[config.mk]
export PLATFORM = sky130hd
export DESIGN_NAME = pipe_add_sub
export DESIGN_NICKNAME = d
export VERILOG_FILES = /design/src/rtl/alu_pkg.sv /design/src/rtl/add_chunk.sv /design/src/rtl/pipe_add_sub.sv
export SDC_FILE = /design/constraint.sdc
export NUM_CORES = 1
export LEC_CHECK = 0
export BUFFER_PORTS_ARGS = -buffer_cell sky130_fd_sc_hd__buf_4
export CORE_MARGIN = 1
export CORE_UTILIZATION = 50
export DETAILED_ROUTE_END_ITERATION = 8
export PLACE_DENSITY = 0.73
export SETUP_SLACK_MARGIN = 0.2
export SYNTH_ARGS = -nofsm -noshare
export SYNTH_HDL_FRONTEND = slang
export SYNTH_SLANG_ARGS = --single-unit
[constraint.sdc]
create_clock -name clk -period 2.5 [get_ports clk]
set_input_delay 0.5 -clock clk [delete_from_list [all_inputs] [get_ports clk]]
set_output_delay 0.5 -clock clk [all_outputs]
set_load 0.05 [all_outputs]
[src/rtl/alu_pkg.sv]
// Shared op encodings and operand-conditioning helpers for the add/sub datapath.
package alu_pkg;

  typedef enum logic [1:0] {
    OP_ADD = 2'd0,
    OP_SUB = 2'd1,
    OP_ADC = 2'd2,
    OP_SBC = 2'd3
  } op_e;

  // Subtracting ops feed the adder the one's complement of b.
  function automatic logic op_inv_b(input logic [1:0] op);
    return (op == OP_SUB) || (op == OP_SBC);
  endfunction

  // Carry into the LSB: ADD 0, SUB 1 (completes two's complement), ADC/SBC take cin.
  function automatic logic op_carry(input logic [1:0] op, input logic cin);
    case (op)
      OP_ADD:  return 1'b0;
      OP_SUB:  return 1'b1;
      default: return cin;
    endcase
  endfunction

endpackage

[src/rtl/add_chunk.sv]
// Combinational W-bit carry-lookahead adder slice; also exposes the carry into its MSB.
module add_chunk #(
  parameter int W = 8
) (
  input  logic [W-1:0] a,
  input  logic [W-1:0] b,
  input  logic         cin,
  output logic [W-1:0] sum,
  output logic         cout,
  output logic         c_msb
);

  logic [W-1:0] w_g, w_p;
  logic [W:0]   w_c;
  logic         w_acc, w_prod;

  assign w_g = a & b;
  assign w_p = a ^ b;

  // Each carry is the flat lookahead term g[i] | p[i]g[i-1] | ... | p[i..0]cin.
  always_comb begin
    w_c    = '0;
    w_acc  = 1'b0;
    w_prod = 1'b0;
    w_c[0] = cin;
    for (int i = 0; i < W; i++) begin
      w_acc  = w_g[i];
      w_prod = w_p[i];
      for (int j = i - 1; j >= 0; j--) begin
        w_acc  = w_acc | (w_prod & w_g[j]);
        w_prod = w_prod & w_p[j];
      end
      w_c[i+1] = w_acc | (w_prod & cin);
    end
  end

  assign sum   = w_p ^ w_c[W-1:0];
  assign cout  = w_c[W];
  assign c_msb = w_c[W-1];

endmodule

[src/rtl/pipe_add_sub.sv]
// Chunked pipelined adder/subtractor: one CHUNK-bit slice per stage, LSB first,
// with a global stall when the output is held.
module pipe_add_sub
  import alu_pkg::*;
#(
  parameter int WIDTH  = 32,
  parameter int STAGES = 4
) (
  input  logic             clk,
  input  logic             rst_n,
  input  logic             in_valid,
  output logic             in_ready,
  input  logic [WIDTH-1:0] a,
  input  logic [WIDTH-1:0] b,
  input  logic [1:0]       op,
  input  logic             cin,
  output logic             out_valid,
  input  logic             out_ready,
  output logic [WIDTH-1:0] sum,
  output logic             cout,
  output logic             ovf,
  output logic             zero
);

  if (STAGES < 1 || (WIDTH % STAGES) != 0) begin : g_bad_cfg
    $error("pipe_add_sub: WIDTH must be a positive multiple of STAGES");
  end

  localparam int CHUNK = WIDTH / STAGES;

  logic             w_adv, w_acc, w_c0;
  logic [WIDTH-1:0] w_bx;
  logic [STAGES:0]  w_vld_pipe;

  // Whole pipe moves together unless a finished result is waiting on the consumer.
  assign w_adv         = !w_vld_pipe[STAGES] || out_ready;
  assign in_ready      = w_adv;
  assign w_acc         = in_valid && w_adv;
  assign w_vld_pipe[0] = w_acc;
  assign w_bx          = op_inv_b(op) ? ~b : b;
  assign w_c0          = op_carry(op, cin);

  for (genvar s = 0; s < STAGES; s++) begin : g_st
    localparam int LO = s * CHUNK;

    logic [CHUNK-1:0]    w_a, w_b, w_sum;
    logic                w_ci, w_co, w_cm;
    logic [LO+CHUNK-1:0] w_s_nxt, r_s;
    logic                r_v, r_c;

    add_chunk #(.W(CHUNK)) u_add (
      .a(w_a), .b(w_b), .cin(w_ci), .sum(w_sum), .cout(w_co), .c_msb(w_cm)
    );

    if (s == 0) begin : g_head
      assign w_a     = a[CHUNK-1:0];
      assign w_b     = w_bx[CHUNK-1:0];
      assign w_ci    = w_c0;
      assign w_s_nxt = w_sum;
    end else begin : g_body
      assign w_a     = g_st[s-1].g_fwd.r_a[CHUNK-1:0];
      assign w_b     = g_st[s-1].g_fwd.r_b[CHUNK-1:0];
      assign w_ci    = g_st[s-1].r_c;
      assign w_s_nxt = {w_sum, g_st[s-1].r_s};
    end

    assign w_vld_pipe[s+1] = r_v;

    // Stage valid bit plus accumulated sum chunks and the carry out of this slice.
    always_ff @(posedge clk) begin
      if (!rst_n) begin
        r_v <= 1'b0;
        r_s <= '0;
        r_c <= 1'b0;
      end else if (w_adv) begin
        r_v <= w_vld_pipe[s];
        if (w_vld_pipe[s]) begin
          r_s <= w_s_nxt;
          r_c <= w_co;
        end
      end
    end

    if (s < STAGES - 1) begin : g_fwd
      localparam int REM = WIDTH - LO - CHUNK;
      logic [REM-1:0] w_a_nxt, w_b_nxt, r_a, r_b;
      logic           w_unused_cm;

      // Only the top slice's MSB carry feeds the overflow flag.
      assign w_unused_cm = w_cm;

      if (s == 0) begin : g_src0
        assign w_a_nxt = a[WIDTH-1:CHUNK];
        assign w_b_nxt = w_bx[WIDTH-1:CHUNK];
      end else begin : g_srcn
        assign w_a_nxt = g_st[s-1].g_fwd.r_a[REM+CHUNK-1:CHUNK];
        assign w_b_nxt = g_st[s-1].g_fwd.r_b[REM+CHUNK-1:CHUNK];
      end

      // Carry the not-yet-added operand chunks to the next slice.
      always_ff @(posedge clk) begin
        if (!rst_n) begin
          r_a <= '0;
          r_b <= '0;
        end else if (w_adv && w_vld_pipe[s]) begin
          r_a <= w_a_nxt;
          r_b <= w_b_nxt;
        end
      end
    end else begin : g_last
      logic r_ovf, r_zero;

      // Flags are registered with the final slice so they reset to 0 with the sum.
      always_ff @(posedge clk) begin
        if (!rst_n) begin
          r_ovf  <= 1'b0;
          r_zero <= 1'b0;
        end else if (w_adv && w_vld_pipe[s]) begin
          r_ovf  <= w_cm ^ w_co;
          r_zero <= (w_s_nxt == '0);
        end
      end
    end
  end

  assign out_valid = w_vld_pipe[STAGES];
  assign sum       = g_st[STAGES-1].r_s;
  assign cout      = g_st[STAGES-1].r_c;
  assign ovf       = g_st[STAGES-1].g_last.r_ovf;
  assign zero      = g_st[STAGES-1].g_last.r_zero;

endmodule
==> Word-level counts from Yosys, hierarchy flattened <==
Index checks and enable logic that the tools add are counted.
{ "classes": {"muxes": 2, "addsub": 0, "n_mul": 0, "n_lt_le_gt_ge": 0, "reduce_logical": 14, "n_bitwise": 414, "eq_ne": 2, "div": 0, "n_shift": 0} }
{ "ops": {"columns": ["op", "count"], "rows": [
  ["1-bit AND", 256],
  ["1-bit bitwise OR", 144],
  ["8-bit XOR", 8],
  ["8-bit AND", 4],
  ["32-bit zero test", 1],
  ["32-bit 2-to-1 mux", 1],
  ["32-bit inverter", 1],
  ["2-bit AND reduction", 4],
  ["1-bit logical AND", 5],
  ["2-bit by 1-bit == test with 1-bit output, second input constant", 1],
  ["2-bit == test, second input constant", 1],
  ["2-bit zero test", 1],
  ["1-bit logical OR", 2],
  ["1-bit one-hot mux with 2 select lines", 1],
  ["1-bit zero test", 1],
  ["1-bit XOR", 1]
]} }
{ "word_totals": {"wordCells": 452, "n_memories": 0, "ff_bits": 186, "output_inout_bits": 37, "inputBits": 71, "ramBits": 0, "mem_bits_ro": 0, "latch_bits": 0} }

==> Depth between registers and ports, before layout <==
{ "logic_depth": {"ltp_word": 13, "ltp_mapped": 10, "ltp_nobuf": 8} }

==> Hierarchy <==
Synthesis repeated with hierarchy kept, for this count alone.
{ "hier_totals": {"hier_cells": 1004, "hier_area_um2": 8614.5} }
{ "by_module_without_submodules": {"columns": ["mod", "area_per_inst_um2", "seq_area_each_um2", "cells_per_inst", "n_inst"], "rows": [
  ["pipe_add_sub", 7163.1, 3723.6, 832, 1],
  ["add_chunk at g_st[1].u_add ...", 357.8, 0.0, 41, 3],
  ["add_chunk at g_st[0].u_add", 377.9, 0.0, 49, 1]
]} }

==> Worst setup path after synthesis <==
OpenSTA, ideal clock, no wires.
{ "synth_path": {"path_type": "input-to-reg", "startpoint": "input op[0]", "endpoint": "register g_st[0].r_c", "setup_ns": 0.133, "cell_stages": 10, "n_path_buf": 2, "setup_slack_ns": -0.054, "arrival_time_ns": 2.421, "t_required_ns": 2.367, "cell_sequence": "buf_6 clkbuf_1 xor2_1 ha_1 o21ai_0 nand2b_1 and3_1 a221o_1 a21oi_1 a21oi_1"} }
{ "synth_via": {"elab_chain_len": 13, "elab_cells_between_ends": 31, "cone_classes": "eq/ne: 2; mux: 2; bitwise: 25; reduce/logical: 2"} }
{ "synth_lines": {"columns": ["item", "line_no", "rtl"], "rows": [
  ["start, declared", "pipe_add_sub.sv:15", "input logic [1:0] op,"],
  ["2-bit by 1-bit == test with 1-bit output or 2-bit == test (tied branches)", "alu_pkg.sv:13, alu_pkg.sv:18", null],
  ["1-bit logical OR", "alu_pkg.sv:13", "return (op == OP_SUB) || (op == OP_SBC);"],
  ["32-bit 2-to-1 mux", "pipe_add_sub.sv:40", "assign w_bx = op_inv_b(op) ? ~b : b;"],
  ["8-bit XOR or 8-bit AND (tied branches)", "add_chunk.sv:18, add_chunk.sv:17", null],
  ["1-bit AND, on equally long branches", "add_chunk.sv:30, add_chunk.sv:31", null],
  ["1-bit bitwise OR, or another cell as far along (6 in a row)", "add_chunk.sv:30", "w_acc = w_acc | (w_prod & w_g[j]);"],
  ["1-bit bitwise OR or 1-bit AND (tied branches)", "add_chunk.sv:30, add_chunk.sv:33", null],
  ["1-bit bitwise OR *", "add_chunk.sv:33", "w_c[i+1] = w_acc | (w_prod & cin);"],
  ["end signal, assigned", "pipe_add_sub.sv:79", "r_c <= w_co;"],
  ["end, declared", "pipe_add_sub.sv:49", "logic r_v, r_c;"]
]} }
Every way passes the cells marked *; elsewhere a longest branch is shown, timed or not.
A chain may end at the register's enable or synchronous reset.

==> Final worst setup path <==
{ "layout_path": {"startpoint": "register g_st[1].g_fwd.r_b[1]", "endpoint": "register g_st[2].r_s[23]"} }
{ "layout_via": {"elab_chain_len": 6, "elab_cells_between_ends": 11, "cone_classes": "bitwise: 11"} }
{ "layout_lines": {"columns": ["item", "line_no", "rtl"], "rows": [
  ["start, declared", "pipe_add_sub.sv:86", "logic [REM-1:0] w_a_nxt, w_b_nxt, r_a, r_b;"],
  ["start signal, assigned", "pipe_add_sub.sv:107", "r_b <= w_b_nxt;"],
  ["8-bit AND or 8-bit XOR (tied branches)", "add_chunk.sv:17, add_chunk.sv:18", null],
  ["1-bit AND, on equally long branches", "add_chunk.sv:30, add_chunk.sv:31", null],
  ["1-bit bitwise OR, or another cell as far along", "add_chunk.sv:30", null],
  ["1-bit bitwise OR or 1-bit AND (tied branches)", "add_chunk.sv:30, add_chunk.sv:33", null],
  ["1-bit bitwise OR *", "add_chunk.sv:33", null],
  ["8-bit XOR *", "add_chunk.sv:37", "assign sum = w_p ^ w_c[W-1:0];"],
  ["end signal, assigned", "pipe_add_sub.sv:78", "r_s <= w_s_nxt;"],
  ["end, declared", "pipe_add_sub.sv:48", "logic [LO+CHUNK-1:0] w_s_nxt, r_s;"]
]} }
Marked as above.

==> qor_table.md <==
| Metric | Value | Unit |
| --- | --- | --- |
| Status | finished, final reports clean | - |
| PostCTS Resize Cnt | 0 | - |
| Leading area contributor after synthesis | sky130_fd_sc_hd__dfxtp_1 | - |
| Detail Route Antenna Nets | 0 | - |
| Total via count after detailed routing | 6461 | - |
| Main area contributors after synthesis | sky130_fd_sc_hd__dfxtp_1, sky130_fd_sc_hd__nand2_1, sky130_fd_sc_hd__a21boi_0 | - |
| Final Hold Violating Endpoints | 0 | - |
| Syn Std Cell Area | 8310 | um^2 |
| DRC errors left | 0 | - |
| Crit path time final | 2.07 | ns |
| Max_cap viols | 0 | - |
| Iteration count of the initial detailed-routing pass | 5 | - |
| Register area | 3720 | um^2 |
| Slowest CP cell | sky130_fd_sc_hd__or4b_1 | - |
| Fraction of registers with async set or reset after synthesis | 0 | % |
| Worst-case headroom to the max-slew limit | 52.8 | % |
| Cells along the critical path | ha_1, o21ai_0, o21bai_1, a31o_2, a31oi_1, or4b_1, nand3_1 | - |
| WL final | 16.8 | mm |
| Vias in the first global route | 5702 | - |
| Clock transition at the register clock pins on the worst setup and hold paths after CTS | 0.07 | ns |
| Share of the yosys chip area belonging to registers | 44.8 | % |
| Wire length of the first global-routing pass | 27.8 | mm |
| Worst Hold Slack | 0.328 | ns |
| Starting Density | 51.8 | % |
| Max VDD drop | 0.461 | mV |
| Clock tree from TritonCTS | built | - |
| Maximum number of pins on one net before global-route repair | 174 | - |
| Post-Synthesis Cells | 966 | - |
| Total of warnings raised by yosys | 0 | - |
| Startpoint types | flop | - |
| Residual overflow from global routing | 0 | - |
| Number of antenna violations at the first check in global routing | 0 | - |
| Max Clock Skew | 0.00752 | ns |
| Placement-stage worst setup slack | 0.163 | ns |
| PnR worst setup slack | 0.426 | ns |
| Number of placed I/O pins | 108 | - |
| Largest delay contributor family on the critical path | compound AO/OA/AOI/OAI gates | - |
| RSZ-0062 raised after global routing | no | - |
| Predominant post-synthesis flop cell | sky130_fd_sc_hd__dfxtp_1 | - |
| GPL Wtd Cong | 0.766 | - |
| Width of the chip | 131 | um |
| Buffer depth of the longest clock path | 2 | - |
| Unique masters post-synth | 46 | - |
| Number of filler cells placed in the layout | 1403 | - |
| Share of the clock period used by the worst path | 83.0 | % |
| Placeable core region | 16100 | um^2 |
| Count of hold-fix buffers inserted at cts | 0 | - |
| Final-layout setup total negative slack | 0 | ns |
| Cell at the root of the clock tree | sky130_fd_sc_hd__clkbuf_16 | - |
| Leak Pwr | 4.19 | nW |
| Antenna fix cells | 0 | - |
| Count of state elements after synthesis | 186 | - |
| Number of port buffers | 107 | - |
| Number of clock sinks seen by CTS | 186 | - |
| Routed vias/inst | 5.07 | - |
| Global router's overall resource usage | 20.7 | % |
| Initial DRC Count | 406 | - |
| Num rows | 46 | - |
| Post-synth net total | 1074 | - |
| Clock insertion delay at the later pin of the skew report | 0.43 | ns |
| Path category of the worst min-delay check | primary input to flop | - |
| Die Area | 17100 | um^2 |
| Critical Setup Path Class | flop to flop | - |
| Footprint of the multi-input gates | 4310 | um^2 |
| # Post-CTS Setup Buffers | 0 | - |
| H-Tree Level Count | 4 | - |
| Vert. Die Dim | 131 | um |
| Total power | 6.72 | mW |
| Least-Margin Pin Slew | 0.708 | ns |
| # nets final | 1153 | - |
| Number of enable flip-flop cells after synthesis | 0 | - |
| Post-Syn Area per Cell | 8.61 | um^2 |
| Critical path required time | 2.87 | ns |
| Power Density | 674 | nW/um^2 |
| Sum of net half-perimeters after detailed placement | 11.4 | mm |
| Number of buffers added by the clock tree synthesis step | 17 | - |
| Endpoint class of the critical path | flop | - |
| CP max stage delay | 0.52 | ns |
| Largest fanout of any net on the critical path | 3 | - |
| Routed wire length per instance | 13.1 | um |
| Relative area change from synthesis to final layout | 19.8 | % |
| Area fraction of the dominant cell type after synthesis | 44.8 | % |
| Buffers & Inverters on Critical Path | 0 | - |
| Ratio of cells with drive above 1 in the final layout | 15.4 | % |
| Worst Path Arrival | 2.44 | ns |
| Maximum achievable frequency | 482 | MHz |
| Count of pins over their slew limit | 0 | - |
| Final setup vio count | 0 | - |
==> sequential cells by signal, indices dropped and copies added (netlist names) <==
register        count
g_st.g_fwd.r_b     48
sum                32
cout                1
g_st.r_s           48
ovf                 1
out_valid           1
zero                1
g_st.r_v            3
g_st.r_c            3
g_st.g_fwd.r_a     48
==> cells by family (layout without fill, tap and decap cells) <==
kind of cell               after synthesis  after routing  share of synthesized area [%]
and+or+nand+nor                        383            383                           19.5
AOI/OAI and AO/OA                      236            236                           20.9
DFF                                    186            186                           44.8
buffers and inverters                   73            165                           3.43
xor gates and xnor gates                49             49                           5.16
adders and majority gates               37             37                           5.93
muxes                                    2              2                          0.301
==> worst min-delay path: stages <==
cell	delay, ns
sky130_fd_sc_hd__buf_4	0.10
sky130_fd_sc_hd__nand2_1	0.04
sky130_fd_sc_hd__a21boi_0	0.06
==> report_power, final <==
| group | switching [mW] | leakage [nW] | internal [mW] | total, mW |
|---|---|---|---|---|
| Combinational | 0.348 | 2.37 | 0.317 | 0.665 |
| Sequential | 0.0670 | 1.51 | 3.08 | 3.14 |
| Clock | 1.15 | 0.310 | 1.77 | 2.91 |
| Total | 1.56 | 4.19 | 5.16 | 6.72 |
==> stage by stage <==
step	area, um^2	instances	util (%)
final	9960	1274	62.1
after CTS	9960	1274	62.1
after global routing	9960	1274	62.1
after global placement	9320	1242	58.0
after detailed placement	9320	1242	58.0
after floorplan	8320	966	-
==> synth_stat cells, types with 3 or more instances <==
cell / number
sky130_fd_sc_hd__nand2_1: 305
sky130_fd_sc_hd__dfxtp_1: 186
sky130_fd_sc_hd__a21boi_0: 129
sky130_fd_sc_hd__clkbuf_1: 57
sky130_fd_sc_hd__xnor2_1: 34
sky130_fd_sc_hd__ha_1: 33
sky130_fd_sc_hd__o211a_1: 28
sky130_fd_sc_hd__o21ai_0: 27
sky130_fd_sc_hd__and2_1: 19
sky130_fd_sc_hd__a21oi_1: 18
sky130_fd_sc_hd__nand3_1: 15
sky130_fd_sc_hd__xor2_1: 15
sky130_fd_sc_hd__a21o_1: 11
sky130_fd_sc_hd__nand4_1: 9
sky130_fd_sc_hd__inv_1: 8
sky130_fd_sc_hd__nor2_1: 7
sky130_fd_sc_hd__nor4_1: 6
sky130_fd_sc_hd__a211oi_1: 4
sky130_fd_sc_hd__a31oi_1: 4
sky130_fd_sc_hd__fa_1: 4
sky130_fd_sc_hd__nand2b_1: 4
sky130_fd_sc_hd__or4b_1: 4
sky130_fd_sc_hd__and3_1: 3
sky130_fd_sc_hd__buf_1: 3
sky130_fd_sc_hd__buf_2: 3
sky130_fd_sc_hd__nor3_1: 3
sky130_fd_sc_hd__nor4b_1: 3
sky130_fd_sc_hd__o21bai_1: 3
==> worst paths after layout <==
check / cells past startpoint / slack, ns / start / endpoint
min: 3 / 0.33 / a[8] / g_st[0].g_fwd.r_a[0]$_SDFFE_PN0P_
max reg2reg: 7 / 0.43 / g_st[1].g_fwd.r_b[1]$_SDFFE_PN0P_ / g_st[2].r_s[23]$_SDFFE_PN0P_
min reg2reg: 2 / 0.46 / g_st[1].g_fwd.r_b[8]$_SDFFE_PN0P_ / g_st[2].g_fwd.r_b[0]$_SDFFE_PN0P_
max: 7 / 0.43 / g_st[1].g_fwd.r_b[1]$_SDFFE_PN0P_ / g_st[2].r_s[23]$_SDFFE_PN0P_
==> layer usage <==
metal / part of all wire, % / vias up / wire length [um] / global-route usage, %
li1: - / 3422 / - / -
met1: 52 / 2898 / 8710 / 29.6
met2: 43 / 120 / 7280 / 31.4
met3: 3.1 / 21 / 520 / 3.38
met4: 1.4 / 0 / 242 / 7.23
met5: 0 / - / 0 / 0
==> layout make-up <==
type,count,area share [%]
well taps,216,2.71
clock buffers,20,4.68
repair buffers,124,9.84
inverters,9,0.339
flip-flops and latches,186,37.4
clock inverters,12,1.83
multi-input cells,707,43.2
==> cell usage in the layout (no fill, tap or decap), types with 2 or more instances in the layout <==
cell,instances
sky130_fd_sc_hd__nand2b_1,4
sky130_fd_sc_hd__and2_1,18
sky130_fd_sc_hd__nand3_1,15
sky130_fd_sc_hd__inv_1,8
sky130_fd_sc_hd__nor4_1,6
sky130_fd_sc_hd__fa_1,4
sky130_fd_sc_hd__buf_4,120
sky130_fd_sc_hd__nand4_1,9
sky130_fd_sc_hd__nor4b_1,3
sky130_fd_sc_hd__and3_1,3
sky130_fd_sc_hd__nor3_1,3
sky130_fd_sc_hd__nand2_1,305
sky130_fd_sc_hd__xor2_1,15
sky130_fd_sc_hd__a211oi_1,4
sky130_fd_sc_hd__o221ai_1,2
sky130_fd_sc_hd__bufinv_16,4
sky130_fd_sc_hd__ha_1,33
sky130_fd_sc_hd__nor2_1,7
sky130_fd_sc_hd__a21o_1,11
sky130_fd_sc_hd__a211o_1,2
sky130_fd_sc_hd__clkinvlp_4,3
sky130_fd_sc_hd__a31o_2,2
sky130_fd_sc_hd__dfxtp_1,186
sky130_fd_sc_hd__clkbuf_8,3
sky130_fd_sc_hd__o21ai_0,26
sky130_fd_sc_hd__a31oi_1,4
sky130_fd_sc_hd__xnor2_1,34
sky130_fd_sc_hd__clkbuf_16,17
sky130_fd_sc_hd__o211a_1,28
sky130_fd_sc_hd__inv_6,4
sky130_fd_sc_hd__o21bai_1,3
sky130_fd_sc_hd__a21boi_0,129
sky130_fd_sc_hd__o21ai_1,2
sky130_fd_sc_hd__buf_12,4
sky130_fd_sc_hd__or4b_1,4
sky130_fd_sc_hd__a21oi_1,18
Power figures use the tool's default switching activity.
